$ cat src/rtl/pc_unit_ras.sv
// Program counter for the IF stage, with relative branch/jump, JR, CLL and a circular return-address stack.
// Optional sticky RAS error flags and the ctrl_err pulse are enabled by defining PC_RAS_ERR_FLAGS_EN.
module pc_unit_ras #(
    parameter int                DATA_W    = 32,
    parameter int                ADDR_W    = DATA_W,
    parameter int                OFF_W     = 14,
    parameter int                RAS_DEPTH = 8,
    parameter logic [ADDR_W-1:0] RESET_PC  = '0
) (
    input  logic                           clk,
    input  logic                           reset,
    input  logic                           pc_write,
    input  logic                           branch,
    input  logic                           jump,
    input  logic                           call,
    input  logic                           ret,
    input  logic                           jr,
    input  logic [OFF_W-1:0]               offset,
    input  logic [OFF_W-1:0]               target,
    input  logic [ADDR_W-1:0]              jump_addr,
    output logic [ADDR_W-1:0]              pc_out,
    output logic [ADDR_W-1:0]              return_addr,
    output logic [ADDR_W-1:0]              ras_top,
    output logic [$clog2(RAS_DEPTH):0]     ras_count,
    output logic                           ras_empty,
    output logic                           ras_full,
    output logic                           ras_underflow,
    output logic                           ras_overflow,
    output logic                           ctrl_err
);

    localparam int                PTR_W    = $clog2(RAS_DEPTH);
    localparam int                CNT_W    = PTR_W + 1;
    localparam logic [CNT_W-1:0]  CNT_FULL = CNT_W'(RAS_DEPTH);

    function automatic logic signed [ADDR_W-1:0] sext_off(input logic [OFF_W-1:0] v);
        logic signed [OFF_W-1:0] s;
        s = signed'(v);
        return ADDR_W'(s);
    endfunction

    logic [ADDR_W-1:0] r_pc;
    logic [PTR_W-1:0]  r_wr_ptr;
    logic [CNT_W-1:0]  r_count;
    logic [ADDR_W-1:0] r_ras [RAS_DEPTH];

    logic [ADDR_W-1:0] w_pc_inc;
    logic [ADDR_W-1:0] w_br_tgt;
    logic [ADDR_W-1:0] w_jmp_tgt;
    logic [ADDR_W-1:0] w_ras_rd;
    logic [ADDR_W-1:0] w_pc_next;
    logic [PTR_W-1:0]  w_top_idx;
    logic              w_ras_empty;
    logic              w_ras_full;
    logic              w_take_jr;
    logic              w_take_ret;
    logic              w_take_call;
    logic              w_take_jump;
    logic              w_take_branch;
    logic              w_push;
    logic              w_pop;

    assign w_pc_inc    = r_pc + ADDR_W'(1);
    assign w_br_tgt    = r_pc + ADDR_W'(sext_off(offset));
    assign w_jmp_tgt   = r_pc + ADDR_W'(sext_off(target));
    assign w_ras_empty = (r_count == '0);
    assign w_ras_full  = (r_count == CNT_FULL);
    // Top of stack is the slot just below the write pointer; wraps naturally.
    assign w_top_idx   = r_wr_ptr - PTR_W'(1);
    assign w_ras_rd    = r_ras[w_top_idx];

    // Redirect priority: jr > ret > call > jump > branch > increment.
    always_comb begin
        w_take_jr     = pc_write & jr;
        w_take_ret    = pc_write & ~jr & ret;
        w_take_call   = pc_write & ~jr & ~ret & call;
        w_take_jump   = pc_write & ~jr & ~ret & ~call & jump;
        w_take_branch = pc_write & ~jr & ~ret & ~call & ~jump & branch;
    end

    assign w_push = w_take_call;
    assign w_pop  = w_take_ret & ~w_ras_empty;

    always_comb begin
        w_pc_next = w_pc_inc;
        if (w_take_jr) begin
            w_pc_next = jump_addr;
        end else if (w_take_ret) begin
            w_pc_next = w_ras_empty ? w_pc_inc : w_ras_rd;
        end else if (w_take_call || w_take_jump) begin
            w_pc_next = w_jmp_tgt;
        end else if (w_take_branch) begin
            w_pc_next = w_br_tgt;
        end
    end

    // ---- PC and RAS control state ----
    always_ff @(posedge clk) begin
        if (reset) begin
            r_pc     <= RESET_PC;
            r_wr_ptr <= '0;
            r_count  <= '0;
        end else if (pc_write) begin
            r_pc <= w_pc_next;
            if (w_push) begin
                r_wr_ptr <= r_wr_ptr + PTR_W'(1);
                if (!w_ras_full) begin
                    r_count <= r_count + CNT_W'(1);
                end
            end else if (w_pop) begin
                r_wr_ptr <= r_wr_ptr - PTR_W'(1);
                r_count  <= r_count - CNT_W'(1);
            end
        end
    end

    // ---- RAS storage: data only, contents meaningless while count is 0 ----
    always_ff @(posedge clk) begin
        if (w_push) begin
            r_ras[r_wr_ptr] <= w_pc_inc;
        end
    end

    assign pc_out      = r_pc;
    assign return_addr = w_pc_inc;
    assign ras_top     = w_ras_empty ? '0 : w_ras_rd;
    assign ras_count   = r_count;
    assign ras_empty   = w_ras_empty;
    assign ras_full    = w_ras_full;

`ifdef PC_RAS_ERR_FLAGS_EN
    logic       r_ras_overflow;
    logic       r_ras_underflow;
    logic       r_ctrl_err;
    logic [2:0] w_ctrl_cnt;

    assign w_ctrl_cnt = 3'(jr) + 3'(ret) + 3'(call) + 3'(jump) + 3'(branch);

    // ---- Error flags: sticky RAS faults, one-cycle control conflict ----
    always_ff @(posedge clk) begin
        if (reset) begin
            r_ras_overflow  <= 1'b0;
            r_ras_underflow <= 1'b0;
            r_ctrl_err      <= 1'b0;
        end else begin
            r_ctrl_err <= pc_write && (w_ctrl_cnt > 3'd1);
            if (w_take_call && w_ras_full) begin
                r_ras_overflow <= 1'b1;
            end
            if (w_take_ret && w_ras_empty) begin
                r_ras_underflow <= 1'b1;
            end
        end
    end

    assign ras_overflow  = r_ras_overflow;
    assign ras_underflow = r_ras_underflow;
    assign ctrl_err      = r_ctrl_err;
`else
    assign ras_overflow  = 1'b0;
    assign ras_underflow = 1'b0;
    assign ctrl_err      = 1'b0;
`endif

endmodule

$ cat config.mk
export PLATFORM = sky130hd
export DESIGN_NAME = pc_unit_ras
export DESIGN_NICKNAME = d
export VERILOG_FILES = /design/src/rtl/pc_unit_ras.sv
export SDC_FILE = /design/constraint.sdc
export NUM_CORES = 1
export LEC_CHECK = 0
export ABC_AREA = 1
export CORE_MARGIN = 1.5
export CORE_UTILIZATION = 53
export DETAILED_ROUTE_END_ITERATION = 12
export GPL_ROUTABILITY_DRIVEN = 0
export HOLD_SLACK_MARGIN = 0.02
export PLACE_DENSITY = 0.8
export SYNTH_ARGS = -nofsm -noshare
export SYNTH_HDL_FRONTEND = slang
export SYNTH_SLANG_ARGS = --single-unit
$ cat constraint.sdc
create_clock -name clk -period 4 [get_ports clk]
set_input_delay 0.8 -clock clk [delete_from_list [all_inputs] [get_ports clk]]
set_output_delay 0.8 -clock clk [all_outputs]
set_load 0.005 [all_outputs]
# Yosys cells after proc, flatten, opt, wreduce, memory -nomap -nowiden
# Memory sizes are Yosys's and may differ from the RTL's.
# Cells that the tools add are included.
# W data, S select, Z words.
dict set report totals {
  reg_bits 39
  mem_bits_rw 256
  inputBits 68
  out_inout_bits 105
  n_memories 1
}
# name depth width rd rd_clocked_by_memory_dff write_ports line
set memory_table {}
lappend memory_table {r_ras 8 32 1 0 1 45} ;# logic [ADDR_W-1:0] r_ras [RAS_DEPTH];
dict set report op_classes {
  n_addsub 7
  n_eq_ne 2
  muxes 13
  bitwise 15
  reduce_logical 5
}
# cell n
set op_table {}
lappend op_table {{$mux W32} 6}
lappend op_table {{$add A32 B32 Y32} 2}
lappend op_table {{$add A32 B1 Y32 const B} 1}
lappend op_table {{$mux W4} 3}
lappend op_table {{$and A1 B1 Y1} 10}
lappend op_table {{$mux W3} 2}
lappend op_table {{$not A1 Y1} 5}
lappend op_table {{$add A4 B1 Y4 const B} 1}
lappend op_table {{$eq A4 B4 Y1 const B} 1}
lappend op_table {{$logic_not A4 Y1} 1}
lappend op_table {{$sub A4 B1 Y4 const B} 1}
lappend op_table {{$add A3 B1 Y3 const B} 1}
lappend op_table {{$reduce_and A3 Y1} 1}
lappend op_table {{$sub A3 B1 Y3 const B} 1}
lappend op_table {{$mux W1} 2}
lappend op_table {{$ne A2 B2 Y1 const B} 1}
lappend op_table {{$reduce_and A2 Y1} 1}
lappend op_table {{$reduce_bool A2 Y1} 1}
lappend op_table {{$logic_or A1 B1 Y1} 1}

# Logic depth before layout (Yosys ltp)
dict set report logic_depth {
  depth_word 10
  depth_mapped 18
}

# Worst setup path before layout
# Ideal clock, no wire load.
dict set report synth_path {
  kind {in2reg}
  startpoint {in pc_write}
  endpoint {mem r_ras[2][0] in the netlist's numbering, enable pin}
  setup_time_ns 0.461
  arrival_time_ns 3.748
  t_required_ns 3.539
  path_slack_ns -0.209
  path_stages 8
  path_buffers 0
  path_cell_list {inv_2 nor2_8 inv_4 nor2_8 inv_4 nor2_8 nand2_1 nor3_1}
}
dict set report synth_via {
  elab_chain_len 5
}
# element line
set synth_lines {}
lappend synth_lines {{from (decl)} 12} ;# input logic pc_write,
lappend synth_lines {{$and A1 B1 Y1 (3 in series)} 76} ;# w_take_call = pc_write & ~jr & ~ret & call;
lappend synth_lines {{$mux W1} 119} ;# if (w_push) begin
lappend synth_lines {{$mux W1 (implied by the code)} 120} ;# r_ras[r_wr_ptr] <= w_pc_inc;
lappend synth_lines {{to (decl)} 45}
# Every way passes these cells.

# Worst setup path after layout
dict set report layout_path {
  startpoint {reg r_pc[10] (netlist: pc_out[10])}
  endpoint {out return_addr[11]}
}
dict set report layout_via {
  elab_chain_len 1
}
# element line
set layout_lines {}
lappend layout_lines {{from (decl)} 42} ;# logic [ADDR_W-1:0] r_pc;
lappend layout_lines {{from (signal assigned)} 104} ;# r_pc <= w_pc_next;
lappend layout_lines {{$add A32 B1 Y32} 63} ;# assign w_pc_inc = r_pc + ADDR_W'(1);
lappend layout_lines {{to (decl)} 22} ;# output logic [ADDR_W-1:0] return_addr,
# Every way passes these cells.

==> results.sh <==
export IMPL_synthTopCellsByCount="nand2_1, nor2_1, edfxtp_1, inv_1, o21ai_0"
export IMPL_endpoint="return_addr[11]"
export IMPL_yosys_top_cells_area="edfxtp_1, nand2_1, nor2_1"
export IMPL_hold_path_class="reg -> reg"
export IMPL_antenna_found_initial=1
export IMPL_drv_slew=0
export IMPL_drive_gt1_share_pct=6.95
export IMPL_cap_violations=0
export IMPL_die_h_um=187
export IMPL_num_vias=17900
export IMPL_multi_input_area_um2=8390
export IMPL_crit_type="reg -> out"
export IMPL_grt_pass1_wl_um=94000
export IMPL_peakVddDrop_v=0.000422
export IMPL_synthFlopType="edfxtp_1"
export IMPL_post_route_util_pct=64.5
export IMPL_ctsHtreeMaxLevel=1
export IMPL_grt_use_total_pct=34.7
export IMPL_fin_nets=2564
export IMPL_place_area_um2=20600
export IMPL_setup_viol=2
export IMPL_period_share_pct=102
export IMPL_synth_top_area_share_pct=42.7
export IMPL_port_buffers=169
export IMPL_worst_pin_slew_ps=1030
export IMPL_synth_top_area_cell="edfxtp_1"
export IMPL_syn_cell_area_um2=18000
export IMPL_wirelength_um=62400
export IMPL_vias_per_cell=6.19
export IMPL_cts_clk_slew_worst_paths_ps=70
export IMPL_async_reset_ff_share_pct=0
export IMPL_pin_count=173
export IMPL_crit_fanout=6
export IMPL_drtAntennaViolNets=0
export IMPL_yosysUniqueCellTypes=47
export IMPL_synth_seq_area_share_pct=47.0
export IMPL_grt_overflow=0
export IMPL_startpoint="pc_out[10]"
export IMPL_critPathCaptureType="output pin"
export IMPL_syn_area_per_cell_um2=8.07
export IMPL_dr_pass1_iters=7
export IMPL_yosys_register_bits=295
export IMPL_hold_slack_ps=486
export IMPL_cts_path_max_buffers=3
export IMPL_p_total_mw=8.01
export IMPL_fillers=2727
export IMPL_avgRoutedWirePerCell_um=21.6
export IMPL_synthCells=2231
export IMPL_std_cell_rows=67
export IMPL_reg2reg_slack_ps=960
export IMPL_drcViolationCount=0
export IMPL_final_setup_tns_ps=-76.2
export IMPL_cts_tree="yes"
export IMPL_reg2regPathDepth=12
export IMPL_worstPathArrival_ps=3270
export IMPL_post_place_ws_ps=251
export IMPL_finClkSkew_ps=27.8
export IMPL_instances_no_fill=2895
export IMPL_fp_dieArea_um2=35100
export IMPL_cp_required_ps=3200
export IMPL_yosys_warnings=0
export IMPL_p_leak_nw=8.83
export IMPL_diodes=0
export IMPL_relSlewSlack_pct=31.0
export IMPL_fin_crit_ps=4070
export IMPL_numCtsBuffers=27
export IMPL_violations="setup timing"
export IMPL_fp_coreArea_um2=33400
export IMPL_cts_root_buf="clkbuf_16"
export IMPL_seq_area_um2=8480
export IMPL_grt_pass1_vias=16900
export IMPL_dp_hpwl_um=43900
export IMPL_grt_max_degree=130
export IMPL_stdcell_area_um2=21600
export IMPL_yosysMostFrequentCell="nand2_1"
export IMPL_power_per_cell_area_nw_per_um2=371
export IMPL_synth_edf_count=256
export IMPL_die_w_um=187
export IMPL_rsz0062_at_grt="yes"
export IMPL_final_hold_viol_count=0
export IMPL_status="finished, violations left"
export IMPL_timing_rr_end="pc_out[19]"
export IMPL_reg2reg_from="pc_out[10]"
export IMPL_max_freq_mhz=246
export IMPL_clock_sinks=295
export IMPL_setup_slack_ps=-72.1
export IMPL_start_util_pct=53.8
export IMPL_startpoint_type="flop"
export IMPL_synthToLayoutAreaGrowth_pct=19.8
export IMPL_insertion_delay_ps=550
export IMPL_dp_cells=2841
export IMPL_drt_iter0_markers=2375
-- power breakdown --
group          leakage, nW  internal (mW)  total [mW]  switching, mW
clock network        0.434           1.46        2.57           1.11
logic                 5.69          0.731        1.96           1.23
registers             2.70           3.39        3.48         0.0856
-- placed cells by master (no fill, tap or decap), types with 66 or more instances in the layout --
| master | instances |
|---|---|
| nand2_1 | 482 |
| edfxtp_1 | 256 |
| ha_1 | 66 |
| o21ai_0 | 216 |
| buf_4 | 74 |
| nor2_1 | 305 |
| inv_1 | 233 |
| nand3_1 | 126 |
| clkdlybuf4s50_1 | 169 |
| a21oi_1 | 143 |
-- cell families after synthesis --
group / count (synthesis) / synth area share (%)
simple gates: 996 / 22.9
buf+inv: 326 / 7.19
compound gates: 493 / 15.4
other cells: 1 / 0.0208
flops: 295 / 47.0
fa+ha+maj: 70 / 4.99
xor+xnor: 50 / 2.43
-- final cells by class --
class                      instances  share of cell area [%]
timing repair buffer             248                    10.8
multi-input combinational       1612                    38.9
clock buffer                      37                    3.54
inverter                         242                    4.24
clock inverter                    13                   0.569
tap                              448                    2.60
sequential                       295                    39.3
-- flip-flops by register name, indices dropped and copies added (netlist names) --
register	cells
pc_out	32
r_ras	256
r_wr_ptr	3
ras_count	4
-- metal layers --
layer | vias to the layer above | share of wire (%) | global-route usage [%]
met5 | - | 0 | 0
met4 | 0 | 7.3 | 22.5
met3 | 352 | 13 | 6.90
met2 | 1379 | 44 | 54.0
met1 | 8179 | 35 | 44.3
li1 | 7996 | - | -
-- how the worst min path moves through the flow --
stage	start	end	slack (ps)	depth (start not counted)
after floorplan	ras_count[3]	ras_count[3]	460	1
after global placement	ras_count[3]	ras_count[3]	460	1
after detailed placement	ras_count[3]	ras_count[3]	470	1
after CTS	ras_count[3]	ras_count[3]	480	1
after global routing	ras_count[3]	ras_count[3]	550	1
final	ras_count[3]	ras_count[3]	490	1
-- critical path, stage by stage (launching register included) --
cell and delay [ps]:
dfxtp_1 610, nand2_1 190, nor3_2 380, nand2_1 320
nor2_4 310, xor2_1 350, clkdlybuf4s50_1 570
-- what timing repair did --
item	4_1_cts	5_1_grt
buffers inserted	1	3
gates resized for setup	8	13
pin swaps	1	2
hold buffers	0	0
endpoints found under the setup margin	21	39
Power figures use the tool's default switching activity.
